`src/rtl/cpu7_intr_ctl.sv`:
```
// cpu7_intr_ctl: interrupt controller for the CSR exception-entry path.
// Owns ECFG.LIE and ESTAT.IS, picks the highest-index enabled pending source
// and hands it to ecl with a req/ack handshake. After an accepted interrupt,
// new requests stay blocked until CRMD.IE has been seen low.
// Optional build macro: INTR_SYNC_EN adds a 2-flop synchronizer on ext_intr
// and ipi_intr ahead of ESTAT.IS.
`ifndef LSOC1K_CSR_BIT
`define LSOC1K_CSR_BIT 14
`endif
`ifndef GRLEN
`define GRLEN 32
`endif

module cpu7_intr_ctl #(
  parameter logic [`LSOC1K_CSR_BIT-1:0] ECFG_ADDR  = 14'h4,
  parameter logic [`LSOC1K_CSR_BIT-1:0] ESTAT_ADDR = 14'h5,
  parameter int unsigned                IS_W       = 13
) (
  input  logic                       clk,
  input  logic                       resetn,
  input  logic [7:0]                 ext_intr,
  input  logic                       ipi_intr,
  input  logic                       timer_pend,
  input  logic                       crmd_ie,
  input  logic                       csr_wen,
  input  logic [`LSOC1K_CSR_BIT-1:0] csr_waddr,
  input  logic [`GRLEN-1:0]          csr_wdata,
  input  logic [`GRLEN-1:0]          csr_mask,
  input  logic [`LSOC1K_CSR_BIT-1:0] csr_raddr,
  output logic [`GRLEN-1:0]          intr_rdata,
  input  logic                       ecl_intr_ack,
  output logic                       intr_req,
  output logic [3:0]                 intr_vec,
  output logic                       intr_taken
);

  localparam int unsigned GRLEN_W = `GRLEN;
  // Bit 10 of LIE/IS is reserved and never holds a 1.
  localparam logic [IS_W-1:0] LIE_MASK = ~(IS_W'(1) << 10);

  typedef enum logic [1:0] {
    IDLE  = 2'd0,
    REQ   = 2'd1,
    TAKEN = 2'd2,
    HOLD  = 2'd3
  } state_e;

  state_e          state_q, state_d;
  logic [IS_W-1:0] lie_q, lie_d;
  logic [IS_W-1:0] is_q, is_d;
  logic [3:0]      intr_vec_q, intr_vec_d;
  logic            intr_req_q, intr_req_d;
  logic            intr_taken_q, intr_taken_d;

  logic [7:0]      ext_s;
  logic            ipi_s;
  logic [IS_W-1:0] pend_c;
  logic            elig_c;
  logic [3:0]      win_c;
  logic            ecfg_we_c, estat_we_c;

  logic unused_bits;
  assign unused_bits = ^{csr_wdata[GRLEN_W-1:IS_W], csr_mask[GRLEN_W-1:IS_W]};

`ifdef INTR_SYNC_EN
  logic [7:0] ext_s1_q, ext_s2_q;
  logic       ipi_s1_q, ipi_s2_q;

  // Two-stage synchronizer for the asynchronous interrupt lines.
  always_ff @(posedge clk) begin
    if (!resetn) begin
      ext_s1_q <= '0;
      ext_s2_q <= '0;
      ipi_s1_q <= 1'b0;
      ipi_s2_q <= 1'b0;
    end else begin
      ext_s1_q <= ext_intr;
      ext_s2_q <= ext_s1_q;
      ipi_s1_q <= ipi_intr;
      ipi_s2_q <= ipi_s1_q;
    end
  end

  assign ext_s = ext_s2_q;
  assign ipi_s = ipi_s2_q;
`else
  assign ext_s = ext_intr;
  assign ipi_s = ipi_intr;
`endif

  assign ecfg_we_c  = csr_wen && (csr_waddr == ECFG_ADDR);
  assign estat_we_c = csr_wen && (csr_waddr == ESTAT_ADDR);

  // Next LIE/IS: masked software writes plus per-cycle source sampling.
  always_comb begin
    lie_d = lie_q;
    if (ecfg_we_c) begin
      lie_d = ((lie_q & ~csr_mask[IS_W-1:0]) | (csr_wdata[IS_W-1:0] & csr_mask[IS_W-1:0]))
              & LIE_MASK;
    end
    is_d       = '0;
    is_d[1:0]  = is_q[1:0];
    if (estat_we_c) begin
      is_d[1:0] = (is_q[1:0] & ~csr_mask[1:0]) | (csr_wdata[1:0] & csr_mask[1:0]);
    end
    is_d[9:2]  = ext_s;
    is_d[11]   = timer_pend;
    is_d[12]   = ipi_s;
  end

  // CSR state registers.
  always_ff @(posedge clk) begin
    if (!resetn) begin
      lie_q <= '0;
      is_q  <= '0;
    end else begin
      lie_q <= lie_d;
      is_q  <= is_d;
    end
  end

  assign pend_c = is_q & lie_q;
  assign elig_c = (|pend_c) && crmd_ie;

  // Fixed priority: highest set index of the pending vector wins.
  always_comb begin
    win_c = '0;
    for (int i = 0; i < IS_W; i++) begin
      if (pend_c[i]) win_c = 4'(i);
    end
  end

  // Read mux; reflects register state before any same-cycle write.
  always_comb begin
    intr_rdata = '0;
    if (csr_raddr == ECFG_ADDR) begin
      intr_rdata = GRLEN_W'(lie_q);
    end else if (csr_raddr == ESTAT_ADDR) begin
      intr_rdata = GRLEN_W'(is_q);
    end
  end

  // Handshake FSM next state and registered-output next values.
  always_comb begin
    state_d    = state_q;
    intr_vec_d = intr_vec_q;
    unique case (state_q)
      IDLE: begin
        if (elig_c) begin
          state_d    = REQ;
          intr_vec_d = win_c;
        end
      end
      REQ: begin
        if (ecl_intr_ack) begin
          state_d = TAKEN;
        end else if (elig_c) begin
          intr_vec_d = win_c;
        end else begin
          state_d = IDLE;
        end
      end
      TAKEN: state_d = HOLD;
      HOLD: begin
        if (!crmd_ie) state_d = IDLE;
      end
      default: state_d = IDLE;
    endcase
    intr_req_d   = (state_d == REQ);
    intr_taken_d = (state_d == TAKEN);
  end

  // FSM state and output registers.
  always_ff @(posedge clk) begin
    if (!resetn) begin
      state_q      <= IDLE;
      intr_vec_q   <= '0;
      intr_req_q   <= 1'b0;
      intr_taken_q <= 1'b0;
    end else begin
      state_q      <= state_d;
      intr_vec_q   <= intr_vec_d;
      intr_req_q   <= intr_req_d;
      intr_taken_q <= intr_taken_d;
    end
  end

  assign intr_req   = intr_req_q;
  assign intr_vec   = intr_vec_q;
  assign intr_taken = intr_taken_q;

endmodule

```
`config.mk`:
```
export PLATFORM = sky130hd
export DESIGN_NAME = cpu7_intr_ctl
export DESIGN_NICKNAME = d
export VERILOG_FILES = /design/src/rtl/cpu7_intr_ctl.sv
export SDC_FILE = /design/constraint.sdc
export NUM_CORES = 1
export LEC_CHECK = 0
export ABC_AREA = 0
export CAP_MARGIN = 10
export CORE_ASPECT_RATIO = 1.5
export CORE_UTILIZATION = 32
export DETAILED_ROUTE_END_ITERATION = 10
export GPL_TIMING_DRIVEN = 0
export PLACE_DENSITY = 0.88
export SYNTH_ARGS = -nofsm -noshare
export SYNTH_HDL_FRONTEND = slang
export SYNTH_SLANG_ARGS = --single-unit
```
`constraint.sdc`:
```
create_clock -name clk -period 2.3 [get_ports clk]
set_clock_uncertainty 0.1 [all_clocks]
set_input_delay 0.575 -clock clk [delete_from_list [all_inputs] [get_ports clk]]
set_output_delay 0.575 -clock clk [all_outputs]
set_load 0.01 [all_outputs]
```
==> results.toml, run 1 <==
[synth]
ys_ff_latch = 32
yosysSeqAreaShare_pct = 36.8
yosys_warnings = 0
synth_cell_types = 35
async_flop_share_pct = 0
synth_edf_count = 0
synth_area_per_cell_sq_um = 8.45
ys.flop_type = "dfxtp_1"
syn_area_sq_um = 1740
syn_inst = 206

[floorplanning]
die_h_um = 92.4
die_width_um = 62.2
initial_core_util_pct = 33.5
core_sq_um = 5200
die_area_sq_um = 5750
io_pins = 145
rows = 32

[layout]
fin_util_pct = 57.0
syn_to_final_growth_pct = 70.3
final_cell_mix = "66 x clkdlybuf4s50_1, 36 x nand2_1, 32 x dfxtp_1"
design_area_sq_um = 2970
final_common_cell = "clkdlybuf4s50_1"
fin_cells = 386
nFillCells = 482
antennaDiodeCount = 0
layout-drive-gt1-share_pct = 21.1
finalNetCount = 424

[cts]
numCtsBuffers = 5
cts.root.buffer_cell = "clkbuf_8"
cts_buffer_depth = 2
clkLatencyLatePin_ns = 0.29
cts_num_sinks = 32
tritoncts = "built"
clk_pin_slew_ns = 0.07
h-tree-depth = 2

[worst_setup_path]
crit_path_max_fanout = 5
cp_cell_sequence = "buf_6 > or4_4 > nor3_4 > nand4_4 > clkbuf_16 > nor2_4 > buf_6"
critPathTopFamily = "simple AND/OR/NAND/NOR gates"
crit_slowest_cell = "or4_4"
crit_top_cell = "buf_6"
cp.depth = 7
cp-start-kind = "input pin"
end_kind = "primary output"
worst-setup-path-type = "input pin to primary output"
cp.required_ns = 1.62
crit_start = "csr_raddr[13]"
crit_arrival_ns = 1.95
reg2regPathDepth = 4
path_buf_inv = 3
slowest_delay_ns = 0.54

[global_routing]
gr-usage-all-layers_pct = 18.6
grt_overflow_total = 0
busiest_layer = "met2"
grt_pass1_wl_um = 8440
grt.met3_usage_pct = 3.69
met2_usage_pct = 35.0
grt_max_degree = 11
grt_pass1_vias = 1916
antenna_found_initial = 0
grt_use_met1_pct = 18.5

[sta]
whs_ns = 0.395
final_max_slew_viol_count = 0
setup_ws_ns = -0.324
setup_viol_count_final = 12
rsz0062_at_grt = "yes"
tns_ns = -3.63
fmax_mhz = 381
period_needed_ns = 2.62
post-route-period-util_pct = 114
finalHoldViolCount = 0

[power]
power.total_mw = 1.23
power.density_nw_per_um2 = 413
p_leak_nw = 1.33
ir_drop_mv = 0.366

[route]
drt_iter0_drc = 42
routed_via_density = 4.88
drtPass1Iterations = 4
routed_wirelength_um = 5320
route.detailed.drc = 0
avgRoutedWirePerCell_um = 13.8
ant_nets = 0
vias = 1882

[worst_hold_path]
hold_depth = 2
hp-class = "flop to flop"

[placed_design]
post-dp-hpwl_um = 4010
port-buffer-count = 83
place_inst = 376
dpl_worst_slack_ns = -1.05
place_congestion = 0.866
dpl_cell_area_sq_um = 2750

[outcome]
run_status = "finished with violations"
violations = "negative setup slack"

[job]
cap_viol_max_count = 0
[worst reg2reg max path: stages, from the launching register on]
cell     delay (ns)
dfxtp_1        0.34
a22oi_1        0.27
nand4_1        0.21
o21a_1         0.29
a41o_1         0.25
[final cells by class]
class,count,area [sq um],share of cell area [%]
flip-flops and latches,32,641,21.6
multi-input cells,161,1060,35.8
well taps,68,85.1,2.87
repair buffers,85,870,29.3
clock buffers,6,82.6,2.78
inverters,3,11.3,0.380
plain buffers,29,204,6.87
clock inverters,2,10.0,0.337
[per-layer routing]
layer  vias to the layer above  share of wire (%)
met5                         -                  0
met4                         0                2.8
met3                        14                7.8
met2                       100                 52
met1                       855                 37
li1                        913                  -
[kinds of logic after synthesis]
group / count (synthesis) / share of synthesized area [%]
compound gates: 43 / 18.1
flops: 32 / 36.8
simple gates: 82 / 23.8
other cells: 1 / 0.215
mux: 16 / 9.20
buf+inv: 32 / 11.9
[power by group]
group          internal (mW)  leakage, nW  total (mW)  switching, mW
combinational          0.137         1.02       0.211         0.0745
sequential             0.564        0.260       0.572        0.00847
clock                  0.238       0.0510       0.443          0.205
[synth_stat cells (all sizes together), types with 2 or more instances]
| cell type | number | area [sq um] |
|---|---|---|
| nand2 | 36 | 135 |
| dfxtp | 32 | 641 |
| buf | 24 | 178 |
| nor2 | 18 | 70.1 |
| mux2i | 16 | 160 |
| a21oi | 12 | 60.1 |
| and2 | 12 | 75.1 |
| a41o | 11 | 110 |
| a22oi | 6 | 50.1 |
| o21ai | 6 | 30.0 |
| clkbuf | 5 | 18.8 |
| nand4 | 4 | 31.3 |
| a32o | 3 | 30.0 |
| inv | 3 | 11.3 |
| a31oi | 2 | 12.5 |
| nand3 | 2 | 10.0 |
| nor2b | 2 | 12.5 |
| nor4 | 2 | 27.5 |
| nor4b | 2 | 17.5 |
[worst paths after layout]
| path | to | slack (ns) |
|---|---|---|
| worst min register to register | flop | 0.40 |
| worst min-delay path | flop | 0.40 |
| worst max-delay path | intr_rdata[8] | -0.32 |
| worst max register to register | intr_vec[1] | 0.72 |
[timing repair]
| action | in CTS | in global routing |
|---|---|---|
| gates resized for setup | 79 | 13 |
| endpoints found under the setup margin | 12 | 19 |
| buffers inserted | 1 | 0 |
| pin swaps | 15 | 5 |
| cloned | 1 | 0 |
| hold buffers | 0 | 0 |
Power figures use the tool's default switching activity.
==> inputs of run 2 (changes only) <==
Settings changed: ABC_AREA 0 to 1, CORE_UTILIZATION 32 to 33, PLACE_DENSITY 0.88 to 0.89.
==> run 2 against run 1 <==
Compared with the run above:
- the flow still finishes with violations (negative setup slack)
- setup slack better by 0.27 ns
- critical path depth unchanged
- cell area up 2.0%
- sequential share of layout area down 0.43 points
- combinational power down 6%
- via count up 9.1%
- clock power up 18%
- clock-buffer cell count unchanged
==> results.toml, run 2 <==
[outcome]
run_status = "finished with violations"
violations = "negative setup slack"

[floorplanning]
die_area_sq_um = 5760
die_h_um = 92.4
initial_core_util_pct = 34.6
core_sq_um = 5200
die_width_um = 62.3
rows = 32
io_pins = 145

[worst_setup_path]
cp_cell_sequence = "buf_6 > nor4_4 > buf_4 > nand3_4 > buf_8 > o22ai_2 > buf_2"
reg2reg_slack_ns = 0.84
path_buf_inv = 4
crit_arrival_ns = 1.68
crit_path_max_fanout = 5
cp.required_ns = 1.62
critPathTopFamily = "buffers and inverters"
cp-start-kind = "input pin"
crit_slowest_cell = "nor4_4"
end_kind = "primary output"
slowest_delay_ns = 0.29
worst-setup-path-type = "input pin to primary output"

[route]
routed_via_density = 4.49
vias = 2054
drtPass1Iterations = 4
avgRoutedWirePerCell_um = 11.6
ant_nets = 0
route.detailed.drc = 0
routed_wirelength_um = 5280
drt_iter0_drc = 62

[global_routing]
grt_overflow_total = 0
grt_pass1_wl_um = 8050
antenna_found_initial = 0
grt_pass1_vias = 1935
gr-usage-all-layers_pct = 17.8
grt_max_degree = 11

[synth]
yosys_warnings = 0
syn_area_sq_um = 1800
synth_cell_types = 23
synth_common_cells = "58 x inv_1, 56 x nand2_1, 32 x dfxtp_1, 31 x nor2_1, 20 x buf_4"
yosysSeqAreaShare_pct = 35.6
yosysMostFrequentCell = "inv_1"
async_flop_share_pct = 0
synth_area_per_cell_sq_um = 6.61
ys_ff_latch = 32
synth_top_area_share_pct = 35.6
synth_area_leaders = "dfxtp_1 36%, inv_1 12%, nand2_1 12%, buf_4 8.3%, nor2_1 6.5%"
synth_edf_count = 0
ys.flop_type = "dfxtp_1"
yosys.area.top_type = "dfxtp_1"
syn_inst = 272

[sta]
finalHoldViolCount = 0
final_max_slew_viol_count = 0
rsz0062_at_grt = "yes"
tns_ns = -0.541
setup_ws_ns = -0.0572
whs_ns = 0.372
post-route-period-util_pct = 102
setup_viol_count_final = 12
period_needed_ns = 2.36
fmax_mhz = 424

[cts]
tritoncts = "built"
cts.root.buffer_cell = "clkbuf_8"
cts_num_sinks = 32
numCtsBuffers = 5
clk_pin_slew_ns = 0.07
h-tree-depth = 2
cts_buffer_depth = 2
clkLatencyLatePin_ns = 0.28

[placed_design]
place_inst = 442
port-buffer-count = 83
place_congestion = 0.798
dpl_worst_slack_ns = -1.01
post-dp-hpwl_um = 3950
dpl_cell_area_sq_um = 2790

[power]
ir_drop_mv = 0.378
power.total_mw = 1.29
p_leak_nw = 1.46
power.density_nw_per_um2 = 426

[layout]
finalNetCount = 495
final_cell_mix = "57 x inv_1, 57 x clkdlybuf4s50_1, 56 x nand2_1"
fin_cells = 457
syn_to_final_growth_pct = 68.2
antennaDiodeCount = 0
layout-drive-gt1-share_pct = 22.9
fin_util_pct = 58.1
design_area_sq_um = 3030
nFillCells = 486

[job]
cap_viol_max_count = 0

[worst_hold_path]
hp-class = "flop to flop"
## run 2: cell families after synthesis
group | Yosys count | share of synthesized area (%)
buf+inv | 85 | 22.5
compound gates | 39 | 13.7
other cells | 1 | 0.208
simple gates | 115 | 28.0
flops | 32 | 35.6
## run 2: final cells by class
class	count	area, sq um	area share, %
Multi-Input combinational cell	174	965	31.9
Timing Repair Buffer	90	803	26.5
Sequential cell	32	641	21.2
Inverter	58	218	7.19
Buffer	27	208	6.86
Tap cell	68	85.1	2.81
Clock buffer	6	72.6	2.40
Clock inverter	2	35.0	1.16
## run 2: worst reg2reg max path, delay by kind of cell (launching register included)
kind | cells | cell delay (ns)
simple gates | 6 | 0.68
flops | 1 | 0.31
compound gates | 2 | 0.25
## run 2: final timing paths
check | startpoint | to | cells after the start
worst max register to register | is_q[9] | intr_vec[3] | 8
worst min register to register | intr_vec[1] | intr_vec[1] | 2
worst max-delay path | csr_raddr[4] | intr_rdata[2] | 7
worst min-delay path | intr_vec[1] | intr_vec[1] | 2
## run 2: timing repair
action,CTS,global route
buffers inserted,4,1
hold buffers,0,0
resized for setup,118,10
pin swaps,11,5
setup endpoints to repair,12,12
gates cloned,2,0
## run 2: power by group
part | internal [mW] | leakage (nW) | total (mW) | switching, mW
clock network | 0.321 | 0.0552 | 0.524 | 0.203
registers | 0.564 | 0.260 | 0.568 | 0.00463
logic | 0.124 | 1.15 | 0.198 | 0.0742
total | 1.01 | 1.46 | 1.29 | 0.282
## run 2: routing by layer
metal / up-vias / global-route usage, % / wire, um
met4: 0 / 8.91 / 121
met1: 919 / 16.3 / 1870
met2: 83 / 36.1 / 2970
li1: 1041 / - / -
met5: - / 0 / 0
met3: 11 / 3.57 / 313
==> inputs of run 3 (changes only) <==
Settings changed: HOLD_SLACK_MARGIN set to 0.15.
==> results of run 3 <==
Final layout, timing and power as in run 2 (identical DEF).
